$ cat config.mk
export PLATFORM = sky130hd
export DESIGN_NAME = iob_arb
export DESIGN_NICKNAME = d
export VERILOG_FILES = /design/src/rtl/iob_arb_pkg.sv /design/src/rtl/iob_arb_ref_debt.sv /design/src/rtl/iob_arb.sv
export SDC_FILE = /design/constraint.sdc
export NUM_CORES = 1
export LEC_CHECK = 0
export CAP_MARGIN = 20
export CORE_MARGIN = 1.5
export CORE_UTILIZATION = 44
export DETAILED_ROUTE_END_ITERATION = 12
export PLACE_DENSITY = 0.82
export SYNTH_ARGS = -nofsm -noshare
export SYNTH_HDL_FRONTEND = slang
export SYNTH_SLANG_ARGS = --single-unit
export TNS_END_PERCENT = 5
$ cat constraint.sdc
create_clock -name C16M -period 1.4 [get_ports C16M]
set_input_delay 0.28 -clock C16M [delete_from_list [all_inputs] [get_ports C16M]]
set_output_delay 0.28 -clock C16M [all_outputs]
set_load 0.02 [all_outputs]
$ cat src/rtl/iob_arb_pkg.sv
// -----------------------------------------------------------------------------
// iob_arb_pkg
// Shared definitions for the C16M-domain I/O-bus arbiter: the arbiter state
// encoding, parameter defaults and legal parameter ranges, and datapath widths.
// No ports; imported by iob_arb and iob_arb_ref_debt.
// -----------------------------------------------------------------------------
package iob_arb_pkg;

  typedef enum logic [1:0] {
    IDLE    = 2'd0,
    GRANT   = 2'd1,
    REF     = 2'd2,
    RECOVER = 2'd3
  } state_e;

  // Parameter defaults
  localparam int REF_CYC_DEF  = 8;
  localparam int REC_CYC_DEF  = 2;
  localparam int MAX_DEBT_DEF = 3;

  // Legal parameter ranges
  localparam int REF_CYC_MIN  = 2;
  localparam int REF_CYC_MAX  = 15;
  localparam int REC_CYC_MIN  = 1;
  localparam int REC_CYC_MAX  = 3;
  localparam int MAX_DEBT_MIN = 1;
  localparam int MAX_DEBT_MAX = 3;

  // Widths
  localparam int CNT_W  = 4;
  localparam int DEBT_W = 2;

endpackage

$ cat src/rtl/iob_arb_ref_debt.sv
// -----------------------------------------------------------------------------
// iob_arb_ref_debt
// Tracks how many refreshes are owed. RefReq passes through one sync stage and
// a second delay flop; a 0->1 transition adds one to the debt, a completed
// refresh removes one. The count saturates at MAX_DEBT and a refresh edge that
// arrives at saturation (without a simultaneous completion) sets a sticky
// overrun flag that only reset clears.
//
// Ports:
//   clk_i       in   C16M clock
//   rst_ni      in   asynchronous active-low reset
//   ref_req_i   in   refresh-due level from the refresh timer
//   ref_done_i  in   high during the last cycle of a refresh
//   debt_o      out  owed-refresh count (registered)
//   overrun_o   out  sticky overrun flag (registered)
// -----------------------------------------------------------------------------
module iob_arb_ref_debt
  import iob_arb_pkg::*;
#(
  parameter int MAX_DEBT = MAX_DEBT_DEF
) (
  input  logic              clk_i,
  input  logic              rst_ni,
  input  logic              ref_req_i,
  input  logic              ref_done_i,
  output logic [DEBT_W-1:0] debt_o,
  output logic              overrun_o
);

  localparam logic [DEBT_W-1:0] DEBT_SAT = DEBT_W'(MAX_DEBT);

  logic              req_sync_q;
  logic              req_dly_q;
  logic              rise;
  logic [DEBT_W-1:0] debt_q, debt_d;
  logic              ovr_q, ovr_d;

  always_comb begin
    rise   = req_sync_q & ~req_dly_q;
    debt_d = debt_q;
    ovr_d  = ovr_q;
    // A rise and a completion in the same cycle cancel out.
    if (rise && !ref_done_i) begin
      if (debt_q == DEBT_SAT) begin
        ovr_d = 1'b1;
      end else begin
        debt_d = debt_q + 1'b1;
      end
    end else if (!rise && ref_done_i && (debt_q != '0)) begin
      debt_d = debt_q - 1'b1;
    end
  end

  always_ff @(posedge clk_i or negedge rst_ni) begin
    if (!rst_ni) begin
      req_sync_q <= 1'b0;
      req_dly_q  <= 1'b0;
      debt_q     <= '0;
      ovr_q      <= 1'b0;
    end else begin
      req_sync_q <= ref_req_i;
      req_dly_q  <= req_sync_q;
      debt_q     <= debt_d;
      ovr_q      <= ovr_d;
    end
  end

  assign debt_o    = debt_q;
  assign overrun_o = ovr_q;

endmodule

$ cat src/rtl/iob_arb.sv
// -----------------------------------------------------------------------------
// iob_arb
// Shares the motherboard I/O bus between CPU I/O cycles and DRAM refresh.
// Owed refreshes run opportunistically when the CPU is not requesting, and
// take priority over new CPU grants while RefUrgent is high. A CPU grant is
// never preempted. Every grant and every refresh is followed by REC_CYC idle
// recovery cycles during which all requests are ignored.
//
// Ports:
//   C16M        in   clock, rising edge
//   nRESin      in   asynchronous active-low reset
//   RefReq      in   refresh-due level; each rising edge owes one refresh
//   RefUrgent   in   refresh-overdue level; refresh beats CPU in IDLE
//   IOREQ       in   CPU bus request, held for the whole CPU cycle
//   QoSGate     in   blocks new CPU grants while high
//   IOGNT       out  CPU owns the bus
//   RefACT      out  refresh cycle in progress (REF_CYC cycles)
//   RefStart    out  pulse on the first RefACT cycle
//   RefDebt     out  owed-refresh count
//   RefOverrun  out  sticky refresh-overrun flag
// -----------------------------------------------------------------------------
module iob_arb
  import iob_arb_pkg::*;
#(
  parameter int REF_CYC  = REF_CYC_DEF,
  parameter int REC_CYC  = REC_CYC_DEF,
  parameter int MAX_DEBT = MAX_DEBT_DEF
) (
  input  logic              C16M,
  input  logic              nRESin,
  input  logic              RefReq,
  input  logic              RefUrgent,
  input  logic              IOREQ,
  input  logic              QoSGate,
  output logic              IOGNT,
  output logic              RefACT,
  output logic              RefStart,
  output logic [DEBT_W-1:0] RefDebt,
  output logic              RefOverrun
);

  if ((REF_CYC < REF_CYC_MIN) || (REF_CYC > REF_CYC_MAX) ||
      (REC_CYC < REC_CYC_MIN) || (REC_CYC > REC_CYC_MAX) ||
      (MAX_DEBT < MAX_DEBT_MIN) || (MAX_DEBT > MAX_DEBT_MAX)) begin : g_bad_param
    $error("iob_arb: parameter out of legal range");
  end

  localparam logic [CNT_W-1:0] REF_LOAD = CNT_W'(REF_CYC);
  localparam logic [CNT_W-1:0] REC_LOAD = CNT_W'(REC_CYC);

  state_e            state_q, state_d;
  logic [CNT_W-1:0]  cnt_q, cnt_d;
  logic              gnt_q, gnt_d;
  logic              act_q, act_d;
  logic              start_q, start_d;
  logic              owed;
  logic              ref_done;

  iob_arb_ref_debt #(
    .MAX_DEBT (MAX_DEBT)
  ) u_ref_debt (
    .clk_i      (C16M),
    .rst_ni     (nRESin),
    .ref_req_i  (RefReq),
    .ref_done_i (ref_done),
    .debt_o     (RefDebt),
    .overrun_o  (RefOverrun)
  );

  assign owed     = (RefDebt != '0);
  // The cycle counter holds 1 during the final cycle of REF and RECOVER.
  assign ref_done = (state_q == REF) && (cnt_q == CNT_W'(1));

  // State register and registered outputs
  always_ff @(posedge C16M or negedge nRESin) begin
    if (!nRESin) begin
      state_q <= IDLE;
      cnt_q   <= '0;
      gnt_q   <= 1'b0;
      act_q   <= 1'b0;
      start_q <= 1'b0;
    end else begin
      state_q <= state_d;
      cnt_q   <= cnt_d;
      gnt_q   <= gnt_d;
      act_q   <= act_d;
      start_q <= start_d;
    end
  end

  // Next-state logic
  always_comb begin
    state_d = state_q;
    cnt_d   = cnt_q;
    unique case (state_q)
      IDLE: begin
        if (owed && RefUrgent) begin
          state_d = REF;
          cnt_d   = REF_LOAD;
        end else if (IOREQ && !QoSGate) begin
          state_d = GRANT;
        end else if (owed && !IOREQ) begin
          state_d = REF;
          cnt_d   = REF_LOAD;
        end
      end
      GRANT: begin
        if (!IOREQ) begin
          state_d = RECOVER;
          cnt_d   = REC_LOAD;
        end
      end
      REF: begin
        if (cnt_q == CNT_W'(1)) begin
          state_d = RECOVER;
          cnt_d   = REC_LOAD;
        end else begin
          cnt_d = cnt_q - CNT_W'(1);
        end
      end
      RECOVER: begin
        if (cnt_q == CNT_W'(1)) begin
          state_d = IDLE;
        end else begin
          cnt_d = cnt_q - CNT_W'(1);
        end
      end
      default: begin
        state_d = IDLE;
        cnt_d   = '0;
      end
    endcase
  end

  // Output logic: outputs are registered copies decoded from the next state
  always_comb begin
    gnt_d   = (state_d == GRANT);
    act_d   = (state_d == REF);
    start_d = (state_d == REF) && (state_q != REF);
  end

  assign IOGNT    = gnt_q;
  assign RefACT   = act_q;
  assign RefStart = start_q;

endmodule

==> results.cfg <==
[place]
dp_hpwl_mm = 1.02
place.gp.congestion = 0.803
dpl_cell_area_um2 = 903
dp_cells = 100
io_buffer_count = 11

[floorplanning]
fp.dieArea_um2 = 1760
row_count = 13
core_um2 = 1350
io_pins = 12
die_w_um = 42.0
initial_core_util_pct = 49.5
die_h_um = 42.0

[setup_path]
crit_chain = inv_2 > ha_4 > or3b_4 > o21a_1 > a21oi_2 > a211oi_2
crit_fanout = 3
path_class = flip-flop to flip-flop
end_kind = flip-flop
worstPathRequired_ns = 1.57
worstSetupStartpoint = cnt_q[1]
worstReg2RegStart = cnt_q[1]
crit_family = compound AO/OA/AOI/OAI gates
slowest_stage = dfrtp_1
critical_path_buf_inv_count = 1
max_stage_delay_ns = 0.40
timing.critical_path.arrival_ns = 1.70
critPathLaunchType = flip-flop

[synth]
synth-edff-count = 0
postSynth.asyncResetShare_pct = 100
post-synth-top-count-cell = dfrtp_1
synthXorXnorAreaFrac_pct = 1.31
ys_seq_area_share_pct = 52.4
synthTopCellsByCount = dfrtp_1, inv_1, nand2_1, a21oi_1, nor3_1
synthFlopType = dfrtp_1
muxShareOfSynthArea_pct = 3.00
synth.distinct_cells = 27
syn_area_um2 = 668
ys_ff_latch = 14
synth_compound_area_share_pct = 15.4
synthSimpleGateAreaFrac_pct = 19.7
synth_nets = 70
synth_top_family_by_area = simple AND/OR/NAND/NOR gates
syn-instance-count = 62
yosysWarnings = 0
yosysTopAreaCellShare_pct = 52.4
synth-adder-area-share_pct = 3.75
syn-mean-instance-area_um2 = 10.8
synth_area_leader_cell = dfrtp_1
synthTopCellsByArea = dfrtp_1, inv_1, ha_1, nand2_1, mux2i_1

[routing]
ant_nets = 0
viasPerCell = 5.43
drc = 0
drt_wl_total_mm = 1.34
drtPass1Iterations = 5
routedWlPerCell_um = 12.7
vias = 570
detail_route.iter0.violations = 13

[global_routing]
antenna_found_initial = 0
grt_usage_pct = 16.5
grt_max_degree = 15
grt_pass1_vias = 550
grt_pass1_wl_mm = 2.21
overflow = 0

[sta]
worst_pin_slew_ns = 0.287
rsz0062_at_grt = yes
period_needed_ns = 1.54
period_share_pct = 110
clock_skew_ns = 0.00145
fmaxAchievable_mhz = 651
setup_viol = 3
relSlewSlack_pct = 80.9
drv_slew = 0
hold_viol = 0
layout_setup_ws_ns = -0.136
setup_tns_ns = -0.284

[layout]
drive_above_1_share_pct = 33.3
stdcell_count = 105
nFillCells = 109
multi_input_area_um2 = 323
final_cell_area_um2 = 958
seq_area_um2 = 350
antennaDiodeCount = 0
area_growth_pct = 43.4
finalNetCount = 99

[cts]
numCtsBuffers = 3
cts_root_buf = clkbuf_4
cts.htree.levels = 1
cts_tree = done
clock_latency_ns = 0.28
clk_pin_slew_ns = 0.09
clockBufferDepth = 2
cts_num_sinks = 14

[outcome]
status = complete, but fails checks
violations = setup timing

[hold_path]
min_path_type = input port to async pin

[flow_run]
drv_cap = 0

[power_and_ir_drop]
power.leakage_uw = 0.000454
vdd_drop_max_uv = 1030
power_density_nw_per_um2 = 2190
registers in the layout, indices dropped and copies added (netlist names):
| signal | count |
|---|---|
| cnt_q | 4 |
| u_ref_debt.overrun_o | 1 |
| state_q | 2 |
| RefStart | 1 |
| u_ref_debt.req_dly_q | 1 |
| IOGNT | 1 |
| RefACT | 1 |
| u_ref_debt.debt_o | 2 |
| u_ref_debt.req_sync_q | 1 |
routing by layer:
metal | global-route usage [%] | share of wire (%)
met5 | 0 | 0
met4 | 3.87 | 0.97
met3 | 5.22 | 7.2
met2 | 26.3 | 46
met1 | 21.6 | 46
report_power, final:
part / total (uW) / leakage (uW) / internal, uW / switching (uW)
clock network: 295 / 0.0000210 / 158 / 136
registers: 655 / 0.000158 / 548 / 107
logic: 1150 / 0.000275 / 612 / 537
final cells by class:
type / instances / share of cell area, %
Multi-Input combinational cell: 40 / 33.7
Sequential cell: 14 / 36.6
Inverter: 8 / 3.13
Clock buffer: 4 / 3.79
Timing Repair Buffer: 24 / 20.9
Tap cell: 15 / 1.96
cell usage in the layout (no fill, tap or decap), types with 2 or more instances in the layout:
cell type,count
nand3_1,2
o21ai_0,2
clkdlybuf4s50_1,5
buf_4,13
nor2_1,2
a21oi_2,2
mux2i_1,2
nor2b_1,2
clkbuf_4,3
dlygate4sd2_1,6
inv_1,7
nand2_1,6
dfrtp_1,14
nor3_1,3
cells by family (layout without fill, tap and decap cells):
logic type / after synthesis / after routing
flip-flops: 14 / 14
AO/OA/AOI/OAI: 13 / 13
multiplexers: 2 / 2
XOR/XNOR: 1 / 1
adder cells (fa/ha/maj): 2 / 2
AND/OR/NAND/NOR: 22 / 22
buffers and inverters: 8 / 36
stage by stage:
step / util (%) / hold slack [ns] / power [uW] / worst slack [ns]
after floorplan: - / -0.0156 / 1280 / -0.0460
after global placement: 66.9 / 0.355 / 1700 / -0.160
after detailed placement: 66.9 / 0.366 / 1740 / -0.209
after CTS: 69.2 / 0.304 / 2010 / -0.150
after global routing: 71.0 / 0.304 / 2240 / -0.203
final: 71.0 / 0.297 / 2100 / -0.136
worst paths after layout:
| check | end | slack (ns) | cells past startpoint |
|---|---|---|---|
| max | cnt_q[3] | -0.14 | 6 |
| min | u_ref_debt.overrun_o | 0.30 | 2 |
| max reg2reg | cnt_q[3] | -0.14 | 6 |
| min reg2reg | u_ref_debt.req_dly_q | 0.38 | 0 |
| max in group asynchronous | cnt_q[1] | 0.94 | 2 |
| min in group C16M | u_ref_debt.req_dly_q | 0.38 | 0 |
what timing repair did:
item,in CTS,in global routing
resized for setup,7,4
hold buffers,0,0
pin swaps,0,4
buffers inserted,0,1
endpoints found under the setup margin,10,9
hold endpoints to repair,0,0
No activity file was read; power rests on OpenSTA's default activity.
